===== src/rtl/gen12_sym_pkg.sv =====
// Gen1/Gen2 framing symbols, framer state encoding and packet type
// encoding, shared by the transmit framer and the receive-side detector.
package gen12_sym_pkg;

  localparam logic [7:0] SYM_STP = 8'hFB;
  localparam logic [7:0] SYM_SDP = 8'h5C;
  localparam logic [7:0] SYM_END = 8'hFD;
  localparam logic [7:0] SYM_EDB = 8'hFE;
  localparam logic [7:0] SYM_IDL = 8'h00;

  localparam logic TYPE_TLP  = 1'b0;
  localparam logic TYPE_DLLP = 1'b1;

  typedef enum logic [1:0] {
    ST_IDLE    = 2'd0,
    ST_PAYLOAD = 2'd1,
    ST_TAIL    = 2'd2
  } tx_state_t;

  function automatic logic [7:0] sof_sym(input logic t);
    return (t == TYPE_DLLP) ? SYM_SDP : SYM_STP;
  endfunction

  function automatic logic [7:0] term_sym(input logic t,
                                          input logic nullify);
    return (t == TYPE_TLP && nullify) ? SYM_EDB : SYM_END;
  endfunction

endpackage


===== src/rtl/gen12_tx_merge.sv =====
// Combinational beat assembly: {lead, payload, terminator, IDL fill}
// plus next-carry and overflow (tail) symbol selection.
module gen12_tx_merge
  import gen12_sym_pkg::*;
#(
  parameter  int W  = 4,
  localparam int BW = $clog2(W) + 1
) (
  input  logic [7:0]     lead,
  input  logic           lead_k,
  input  logic [8*W-1:0] data,
  input  logic           eop,
  input  logic [BW-1:0]  k,
  input  logic [7:0]     term,
  output logic [8*W-1:0] out_data,
  output logic [W-1:0]   out_dk,
  output logic [7:0]     next_carry,
  output logic [15:0]    tail_data,
  output logic [1:0]     tail_dk,
  output logic           tail_needed
);

  // Symbol slot i of the W+2 slots a beat can produce.
  logic [7:0] seq   [W+2];
  logic       seq_k [W+2];
  int         kk;

  always_comb begin
    kk = int'(k);
    for (int i = 0; i < W + 2; i++) begin
      seq[i]   = SYM_IDL;
      seq_k[i] = 1'b0;
    end
    seq[0]   = lead;
    seq_k[0] = lead_k;
    for (int i = 1; i <= W; i++) begin
      if (i <= kk) seq[i] = data[8*(i-1) +: 8];
    end
    if (eop) begin
      seq[kk+1]   = term;
      seq_k[kk+1] = 1'b1;
    end
  end

  always_comb begin
    out_data = '0;
    out_dk   = '0;
    for (int i = 0; i < W; i++) begin
      out_data[8*i +: 8] = seq[i];
      out_dk[i]          = seq_k[i];
    end
  end

  assign next_carry  = data[8*W-1 -: 8];
  assign tail_data   = {seq[W+1], seq[W]};
  assign tail_dk     = {seq_k[W+1], seq_k[W]};
  assign tail_needed = eop && (int'(k) + 2 > W);

endmodule


===== src/rtl/gen1_2_tx_framer.sv =====
// Gen1/Gen2 transmit framer: STP/SDP prepend, END/EDB append, IDL fill.
// Optional per-type frame counters: define GEN12_TX_FRAME_CNT_EN.
module gen1_2_tx_framer
  import gen12_sym_pkg::*;
#(
  parameter int W     = 4,
  parameter int CNT_W = 16
) (
  input  logic                  clk,
  input  logic                  reset,
  input  logic [8*W-1:0]        in_data,
  input  logic                  in_valid,
  output logic                  in_ready,
  input  logic                  in_sop,
  input  logic                  in_eop,
  input  logic                  in_type,
  input  logic [$clog2(W):0]    in_bytes,
  input  logic                  in_nullify,
  output logic [8*W-1:0]        tx_data,
  output logic [W-1:0]          tx_dk,
`ifdef GEN12_TX_FRAME_CNT_EN
  output logic [CNT_W-1:0]      tlp_count,
  output logic [CNT_W-1:0]      dllp_count,
`endif
  output logic                  framing_err
);

  localparam int BW = $clog2(W) + 1;

  tx_state_t   state;
  logic [7:0]  carry;
  logic [15:0] tail_q;
  logic [1:0]  tail_dk_q;
  logic        type_q;

  logic          accept, take, bytes_bad, pkt_type;
  logic [BW-1:0] k_eff;
  logic [7:0]    lead, term;

  logic [8*W-1:0] m_data;
  logic [W-1:0]   m_dk;
  logic [7:0]     m_carry;
  logic [15:0]    m_tail;
  logic [1:0]     m_tail_dk;
  logic           m_tail_need;

  assign in_ready  = reset ? 1'b0 : (state != ST_TAIL);
  assign accept    = in_valid && in_ready;
  // A non-sop beat in IDLE is dropped; anything else accepted is framed.
  assign take      = accept && (state == ST_PAYLOAD || in_sop);
  assign bytes_bad = in_eop && (in_bytes == '0 || int'(in_bytes) > W);
  assign k_eff     = (!in_eop || bytes_bad) ? BW'(W) : in_bytes;
  assign pkt_type  = (state == ST_IDLE) ? in_type : type_q;
  assign lead      = (state == ST_IDLE) ? sof_sym(in_type) : carry;
  assign term      = term_sym(pkt_type, in_nullify);

  gen12_tx_merge #(.W(W)) u_merge (
    .lead        (lead),
    .lead_k      (state == ST_IDLE),
    .data        (in_data),
    .eop         (in_eop),
    .k           (k_eff),
    .term        (term),
    .out_data    (m_data),
    .out_dk      (m_dk),
    .next_carry  (m_carry),
    .tail_data   (m_tail),
    .tail_dk     (m_tail_dk),
    .tail_needed (m_tail_need)
  );

  always_ff @(posedge clk) begin
    if (reset) begin
      state       <= ST_IDLE;
      carry       <= '0;
      tail_q      <= '0;
      tail_dk_q   <= '0;
      type_q      <= TYPE_TLP;
      tx_data     <= '0;
      tx_dk       <= '0;
      framing_err <= 1'b0;
    end else begin
      tx_data     <= '0;
      tx_dk       <= '0;
      framing_err <= accept &&
                     ((state == ST_IDLE && !in_sop) ||
                      (state == ST_PAYLOAD && in_sop) ||
                      (take && bytes_bad));
      case (state)
        ST_IDLE, ST_PAYLOAD: begin
          if (take) begin
            tx_data <= m_data;
            tx_dk   <= m_dk;
            carry   <= m_carry;
            if (state == ST_IDLE) type_q <= in_type;
            if (!in_eop) begin
              state <= ST_PAYLOAD;
            end else if (m_tail_need) begin
              tail_q    <= m_tail;
              tail_dk_q <= m_tail_dk;
              state     <= ST_TAIL;
            end else begin
              state <= ST_IDLE;
            end
          end
        end
        ST_TAIL: begin
          tx_data[15:0] <= tail_q;
          tx_dk[1:0]    <= tail_dk_q;
          state         <= ST_IDLE;
        end
        default: state <= ST_IDLE;
      endcase
    end
  end

`ifdef GEN12_TX_FRAME_CNT_EN
  always_ff @(posedge clk) begin
    if (reset) begin
      tlp_count  <= '0;
      dllp_count <= '0;
    end else if (take && in_eop) begin
      if (pkt_type == TYPE_TLP) begin
        if (tlp_count != '1) tlp_count <= tlp_count + 1'b1;
      end else begin
        if (dllp_count != '1) dllp_count <= dllp_count + 1'b1;
      end
    end
  end
`endif

endmodule

===== config.mk =====
export PLATFORM = sky130hd
export DESIGN_NAME = gen1_2_tx_framer
export DESIGN_NICKNAME = d
export VERILOG_FILES = /design/src/rtl/gen12_sym_pkg.sv /design/src/rtl/gen12_tx_merge.sv /design/src/rtl/gen1_2_tx_framer.sv
export SDC_FILE = /design/constraint.sdc
export NUM_CORES = 1
export LEC_CHECK = 0
export ABC_AREA = 1
export CAP_MARGIN = 20
export CORE_UTILIZATION = 42
export DETAILED_ROUTE_END_ITERATION = 7
export GPL_TIMING_DRIVEN = 0
export PLACE_DENSITY_LB_ADDON = 0.3
export SLEW_MARGIN = 25
export SYNTH_ARGS = -nofsm -noshare
export SYNTH_HDL_FRONTEND = slang
export SYNTH_SLANG_ARGS = --single-unit

===== constraint.sdc =====
create_clock -name clk -period 1.95 [get_ports clk]
set_input_delay 0.39 -clock clk [delete_from_list [all_inputs] [get_ports clk]]
set_output_delay 0.39 -clock clk [all_outputs]
set_load 0.05 [all_outputs]

After elaboration in Yosys (flattened, before gate mapping)
Index checks and enable logic that the tools add are counted.
{"block": "op_classes", "add_sub_neg": 2, "magnitude_cmp": 8, "n_eq_ne": 3, "muxes": 23, "bitwise_logic": 6, "n_reduce_logical": 25}
{"operator": "8-bit two-way mux", "count": 7}
{"operator": "48-bit bitwise mux", "count": 1}
{"operator": "48-bit two-way mux", "count": 1}
{"operator": "32-bit by 4-bit greater-or-equal comparator with 1-bit output, second input constant", "count": 1}
{"operator": "32-bit by 4-bit greater-than comparator with 1-bit output, second input constant", "count": 1}
{"operator": "32-bit by 1-bit less-than comparator with 1-bit output, second input constant", "count": 1}
{"operator": "32-bit inverter", "count": 1}
{"operator": "16-bit case mux with 2 select lines", "count": 1}
{"operator": "8-bit demux with 3-bit select", "count": 1}
{"operator": "16-bit two-way mux", "count": 1}
{"operator": "1-bit logical AND", "count": 10}
{"operator": "2-bit two-way mux", "count": 4}
{"operator": "2-bit by 3-bit less-or-equal comparator with 1-bit output, first input constant", "count": 2}
{"operator": "6-bit two-way mux", "count": 1}
{"operator": "6-bit bitwise OR", "count": 1}
{"operator": "1-bit logical OR", "count": 5}
{"operator": "3-bit by 1-bit adder with 4-bit output, second input constant", "count": 1}
{"operator": "3-bit by 2-bit adder with 4-bit output, second input constant", "count": 1}
{"operator": "1-bit inverter", "count": 4}
{"operator": "2-bit case mux with 2 select lines", "count": 1}
{"operator": "4-bit AND reduction", "count": 1}
{"operator": "2-bit OR reduction", "count": 2}
{"operator": "4-bit OR reduction", "count": 1}
{"operator": "1-bit demux with 3-bit select", "count": 1}
{"operator": "other kinds (13)", "count": 16}
{"block": "totals", "regBits": 66, "inputBits": 42}

Logic depth before layout (Yosys ltp)
{"block": "depth", "word_depth": 15, "mapped_depth": 13, "ltp_nobuf": 13}

Modules after synthesis
A second synthesis with hierarchy kept.
{"block": "unflattened", "hier_cells": 644, "area_unflattened_um2": 4021.4}
{"mod": "gen1_2_tx_framer", "instances": 1, "cells_each": 382, "area_per_inst_um2": 2701.3}
{"mod": "gen12_tx_merge", "instances": 1, "cells_each": 262, "area_per_inst_um2": 1320.0}

Worst setup path after synthesis
Ideal clock, no wire load.
{"block": "synth_path", "path_kind": "input -> register", "startpoint": "input port in_bytes[2]", "endpoint": "register tx_data[25]", "setup_time_ps": 70, "arrival_time_ps": 1908, "required_ps": 1880, "setup_slack_ps": -27, "stages": 13, "path_buffers": 0, "path_cell_list": "inv_1 xor2_1 inv_1 nor3_1 ha_1 inv_1 nand4_2 nand2_4 nand2_4 inv_2 nand2_2 nand3_1 a21oi_1"}
{"block": "synth_between", "elab_chain_len": 13, "elab_cells_between_ends": 17}
{"item": "start: declaration", "line_no": "gen1_2_tx_framer.sv:17", "source": "input logic [$clog2(W):0] in_bytes,"}
{"item": "3-bit greater-than comparator or 3-bit logical NOT (tied branches)", "line_no": "gen1_2_tx_framer.sv:51", "source": "assign bytes_bad = in_eop && (in_bytes == '0 || int'(in_bytes) > W);"}
{"item": "1-bit logical OR", "line_no": "gen1_2_tx_framer.sv:51"}
{"item": "1-bit logical AND", "line_no": "gen1_2_tx_framer.sv:51"}
{"item": "1-bit logical OR", "line_no": "gen1_2_tx_framer.sv:52", "source": "assign k_eff = (!in_eop || bytes_bad) ? BW'(W) : in_bytes;"}
{"item": "3-bit two-way mux *", "line_no": "gen1_2_tx_framer.sv:52"}
{"item": "3-bit by 1-bit adder with 4-bit output", "line_no": "gen12_tx_merge.sv:40", "source": "seq[kk+1] = term;"}
{"item": "32-bit inverter (not written as such)", "line_no": "gen12_tx_merge.sv:40"}
{"item": "32-bit by 4-bit greater-or-equal comparator with 1-bit output (not written as such) or 32-bit by 1-bit less-than comparator with 1-bit output (tied branches)", "line_no": "gen12_tx_merge.sv:40"}
{"item": "1-bit logical AND (not written as such)", "line_no": "gen12_tx_merge.sv:40"}
{"item": "8-bit two-way mux (not written as such)", "line_no": "gen12_tx_merge.sv:40"}
{"item": "8-bit demux with 3-bit select", "line_no": "gen12_tx_merge.sv:40"}
{"item": "48-bit bitwise mux", "line_no": "gen12_tx_merge.sv:40"}
{"item": "48-bit two-way mux *", "line_no": "gen12_tx_merge.sv:39", "source": "if (eop) begin"}
{"item": "end signal: assignment", "line_no": "gen1_2_tx_framer.sv:92", "source": "tx_data <= m_data;"}
{"item": "end: declaration", "line_no": "gen1_2_tx_framer.sv:19", "source": "output logic [8*W-1:0] tx_data,"}
Mark *: on every way between the ends. The rest lies on a longest branch, timed or not.
A chain may end at the register's enable or synchronous reset.

Worst setup path after layout
{"block": "layout_path", "startpoint": "input port in_bytes[2]", "endpoint": "register tx_data[0]"}
{"block": "layout_between", "elab_chain_len": 15, "elab_cells_between_ends": 17}
{"item": "3-bit greater-than comparator or 3-bit logical NOT (tied branches)", "line_no": "gen1_2_tx_framer.sv:51"}
{"item": "1-bit logical OR", "line_no": "gen1_2_tx_framer.sv:51"}
{"item": "1-bit logical AND", "line_no": "gen1_2_tx_framer.sv:51"}
{"item": "1-bit logical OR", "line_no": "gen1_2_tx_framer.sv:52"}
{"item": "3-bit two-way mux *", "line_no": "gen1_2_tx_framer.sv:52"}
{"item": "3-bit by 1-bit adder with 4-bit output *", "line_no": "gen12_tx_merge.sv:40"}
{"item": "32-bit inverter (not written as such) *", "line_no": "gen12_tx_merge.sv:40"}
{"item": "32-bit by 4-bit greater-or-equal comparator with 1-bit output (not written as such) or 32-bit by 1-bit less-than comparator with 1-bit output (tied branches)", "line_no": "gen12_tx_merge.sv:40"}
{"item": "1-bit logical AND (not written as such)", "line_no": "gen12_tx_merge.sv:40"}
{"item": "8-bit two-way mux (not written as such)", "line_no": "gen12_tx_merge.sv:40"}
{"item": "8-bit demux with 3-bit select *", "line_no": "gen12_tx_merge.sv:40"}
{"item": "48-bit bitwise mux *", "line_no": "gen12_tx_merge.sv:40"}
{"item": "48-bit two-way mux *", "line_no": "gen12_tx_merge.sv:39"}
{"item": "16-bit two-way mux *", "line_no": "gen1_2_tx_framer.sv:91", "source": "if (take) begin"}
{"item": "16-bit case mux with 2 select lines *", "line_no": "gen1_2_tx_framer.sv:89", "source": "case (state)"}
{"item": "end signal: assignment", "line_no": "gen1_2_tx_framer.sv:92"}
{"item": "end signal: assignment", "line_no": "gen1_2_tx_framer.sv:108", "source": "tx_data[15:0] <= tail_q;"}
Marks and branches as above.

==> insert_results.sql <==
INSERT INTO impl_metrics (metric_group, metric, value, unit) VALUES
('outcome', 'run_status', 'completed', ''),
('synth', 'multiplexer_share_of_the_synthesized_area', '0', ''),
('die', 'die-height', '80.76', 'um'),
('grt', 'grt_remaining_overflow', '0', ''),
('setup_path', 'critPathKind', 'primary input to register', ''),
('timing', 'post_route_worst_setup_slack', '0.09017', 'ns'),
('setup_path', 'crit_path_max_fanout', '7', ''),
('synth', 'yosys_warnings', '0', ''),
('timing', 'clock_skew', '0.006463', 'ns'),
('cts', 'clock-sinks', '60', ''),
('synth', 'yosys-top-cells-count', 'sky130_fd_sc_hd__nand2_1, sky130_fd_sc_hd__dfxtp_1, sky130_fd_sc_hd__a21oi_1, sky130_fd_sc_hd__nor2_1, sky130_fd_sc_hd__inv_1', ''),
('synth', 'synth_top_family_by_area', 'simple AND/OR/NAND/NOR gates', ''),
('die', 'die_w', '80.76', 'um'),
('drt', 'routed_wl', '6579', 'um'),
('cells_and_area', 'syn_to_final_growth', '42.94', '%'),
('drt', 'routed_via_density', '4.960', ''),
('die', 'effective_utilization_at_floorplan', '0.4374', ''),
('cells_and_area', 'number_of_antenna_repair_diodes', '0', ''),
('setup_path', 'worstSetupStartpoint', 'in_bytes[2]', ''),
('timing', 'min_period', '1.860', 'ns'),
('place', 'placed_cells', '489', ''),
('synth', 'netlist_top_cells_area', 'sky130_fd_sc_hd__dfxtp_1, sky130_fd_sc_hd__nand2_1, sky130_fd_sc_hd__a21oi_1, sky130_fd_sc_hd__nor2_1, sky130_fd_sc_hd__nand3_1', ''),
('setup_path', 'critical_path.reg2reg.endpoint', 'tx_data[0]$_SDFF_PP0_', ''),
('timing', 'max_slew.worst_pin.slew', '0.7402', 'ns'),
('timing', 'report.final.slew_viol_count', '0', ''),
('timing', 'max_clock_freq', '537.7', 'MHz'),
('synth', 'synth-simple-area-share', '0.3170', ''),
('grt', 'grt_max_degree', '11', ''),
('cts', 'max-clock-path-buffers', '2', ''),
('cts', 'clkLatencyLatePin', '0.33', 'ns'),
('place', 'worst_setup_timing_slack_at_the_placement_stage', '-0.7865', 'ns'),
('cts', 'cts_hold_buffers', '0', ''),
('synth', 'synth_top_area_share', '0.4611', ''),
('die', 'core_area', '5956', 'um^2'),
('setup_path', 'worstReg2RegStart', 'state[1]$_SDFFE_PP0P_', ''),
('synth', 'synth_compound_gate_area_share', '0.1302', ''),
('setup_path', 'worst_r2r_path_depth', '9', ''),
('setup_path', 'critPathRequiredTime', '2.20', 'ns'),
('synth', 'ys_ff_latch', '60', ''),
('place', 'gp_congestion', '0.8874', ''),
('setup_path', 'arrival', '2.11', 'ns'),
('place', 'post-dp-hpwl', '4723', 'um'),
('worst_hold_path', 'timing.hold.worst.class', 'register to register', ''),
('grt', 'globalRouteTotalUtil', '0.2159', ''),
('setup_path', 'critPathCapture', 'tx_data[0]$_SDFF_PP0_', ''),
('cts', 'clock_transition_at_the_registers_of_the_reported_paths', '0.06', 'ns'),
('cts', 'cts_tree', 'done', ''),
('synth', 'synthesis.nets', '379', ''),
('synth', 'async_flop_share', '0', ''),
('synth', 'syn_inst', '335', ''),
('synth', 'post_synthesis_xor_xnor_area_fraction', '0.003362', ''),
('grt', 'grt_first_pass_wirelength', '10600', 'um'),
('drt', 'wl_per_cell', '13.03', 'um'),
('grt', 'antenna_found_initial', '0', ''),
('drt', 'detailroute.via_count', '2505', ''),
('die', 'placement_rows', '28', ''),
('setup_path', 'worst-r2r-setup-slack', '0.32', 'ns'),
('timing', 'maxSlewHeadroom', '0.5066', ''),
('timing', 'part_of_the_cycle_the_worst_path_needs', '0.9538', ''),
('cells_and_area', 'n_fill_cell', '520', ''),
('cts', 'root_buffer', 'sky130_fd_sc_hd__clkbuf_8', ''),
('drt', 'drcViolationCount', '0', ''),
('drt', 'detailedRoute.firstPassIterationCount', '4', ''),
('synth', 'avgSynthCellArea', '7.776', 'um^2'),
('die', 'top_level_ports', '80', ''),
('power', 'maximum_vdd_ir_drop', '0.0003863', 'V'),
('synth', 'synth_fa_ha_area_frac', '0.009606', ''),
('cts', 'cts_htree_levels', '3', ''),
('power', 'total_power_per_unit_cell_area', '735.9', 'nW/um^2'),
('setup_path', 'endpoint_kind_of_the_worst_setup_timing_path', 'register', ''),
('timing', 'report.final.hold_viol_count', '0', '');
-- critical path: stages --
cell	delay, ns
sky130_fd_sc_hd__dlygate4sd2_1	0.24
sky130_fd_sc_hd__clkinvlp_4	0.14
sky130_fd_sc_hd__xor2_1	0.16
sky130_fd_sc_hd__inv_1	0.11
sky130_fd_sc_hd__nor3_4	0.05
sky130_fd_sc_hd__buf_4	0.14
sky130_fd_sc_hd__ha_4	0.33
sky130_fd_sc_hd__nand3_2	0.14
sky130_fd_sc_hd__nor2_1	0.19
sky130_fd_sc_hd__a21oi_1	0.06
sky130_fd_sc_hd__o21ai_1	0.17
-- report_power, final --
part	internal (W)	switching (W)
registers	0.00127	0.0000150
logic	0.000202	0.000294
clock network	0.000506	0.000455
-- how the worst min path moves through the flow --
stage                          start                     to  slack [ns]  cells past startpoint
2_1_floorplan  carry[0]$_SDFFE_PP0P_  carry[0]$_SDFFE_PP0P_        0.43                      2
3_3_place_gp   carry[0]$_SDFFE_PP0P_  carry[0]$_SDFFE_PP0P_        0.44                      2
3_5_place_dp   carry[0]$_SDFFE_PP0P_  carry[0]$_SDFFE_PP0P_        0.45                      2
4_1_cts        carry[0]$_SDFFE_PP0P_  carry[0]$_SDFFE_PP0P_        0.46                      2
5_1_grt        carry[7]$_SDFFE_PP0P_  carry[7]$_SDFFE_PP0P_        0.47                      2
6_report       carry[7]$_SDFFE_PP0P_  carry[7]$_SDFFE_PP0P_        0.45                      2
-- cell type report --
| class | instances | area, um^2 | area share |
|---|---|---|---|
| multi-input cells | 233 | 1254 | 0.3367 |
| flip-flops and latches | 60 | 1201 | 0.3226 |
| repair buffers | 82 | 802.0 | 0.2154 |
| clock buffers | 11 | 151.4 | 0.04066 |
| inverters | 29 | 113.9 | 0.03058 |
| plain buffers | 13 | 95.09 | 0.02554 |
| well taps | 75 | 93.84 | 0.02520 |
| clock inverters | 2 | 12.51 | 0.003360 |
-- per-stage QoR --
stage	utilization	TNS, ns	area (um^2)	hold WS [ns]
2_1_floorplan	-	0	2609	0.4252
3_3_place_gp	0.5866	-28.57	3493	0.4369
3_5_place_dp	0.5866	-29.60	3493	0.4481
4_1_cts	0.6261	0	3729	0.4567
5_1_grt	0.6252	0	3724	0.4729
6_report	0.6252	0	3724	0.4517
-- registers in the layout (all words and copies together), names as in the netlist --
register / flops
type_q: 1
tail_dk_q: 1
tx_data: 32
framing_err: 1
state: 2
tx_dk: 4
carry: 8
tail_q: 11
-- metal layers --
metal,vias up,wire (um),share of wire,track usage
met1,1153,3007,0.46,0.2672
met2,84,3070,0.47,0.3568
li1,1262,-,-,-
met3,6,418,0.064,0.05843
met5,-,0,0,0
met4,0,82,0.012,0.08393
-- cell usage in the layout, fill, tap and decap left out, types with 2 or more instances in the layout --
master,synthesis,routed
sky130_fd_sc_hd__dfxtp_1,60,60
sky130_fd_sc_hd__a21oi_1,38,38
sky130_fd_sc_hd__nand4_1,2,2
sky130_fd_sc_hd__buf_4,3,6
sky130_fd_sc_hd__nor2_4,2,2
sky130_fd_sc_hd__nor2_2,4,6
sky130_fd_sc_hd__nand2_1,87,87
sky130_fd_sc_hd__clkinv_2,1,2
sky130_fd_sc_hd__clkdlybuf4s50_1,0,74
sky130_fd_sc_hd__clkbuf_2,0,2
sky130_fd_sc_hd__dlygate4sd2_1,0,2
sky130_fd_sc_hd__nor2_1,31,29
sky130_fd_sc_hd__nand3_1,17,16
sky130_fd_sc_hd__clkinvlp_4,0,2
sky130_fd_sc_hd__o21ai_1,11,11
sky130_fd_sc_hd__buf_2,4,4
sky130_fd_sc_hd__o21ai_0,11,11
sky130_fd_sc_hd__nor3_1,4,3
sky130_fd_sc_hd__nand4_4,1,2
sky130_fd_sc_hd__clkbuf_1,2,2
sky130_fd_sc_hd__inv_1,19,17
sky130_fd_sc_hd__nand2_4,5,7
sky130_fd_sc_hd__buf_6,4,4
sky130_fd_sc_hd__nand3_2,2,3
sky130_fd_sc_hd__nand3_4,4,4
sky130_fd_sc_hd__clkbuf_8,0,11
sky130_fd_sc_hd__inv_2,9,10
-- kinds of logic after synthesis --
logic type | after synthesis
adders and majority gates | 2
DFF | 60
xor gates and xnor gates | 1
and+or+nand+nor | 166
AOI/OAI and AO/OA | 64
buffers and inverters | 42
-- timing repair --
action	in CTS	in global routing
buffers inserted	3	0
gates cloned	0	0
pin swaps	6	3
resized for setup	18	5
endpoints found under the setup margin	43	31
hold endpoints to repair	0	0
No activity file was read; power rests on OpenSTA's default activity.
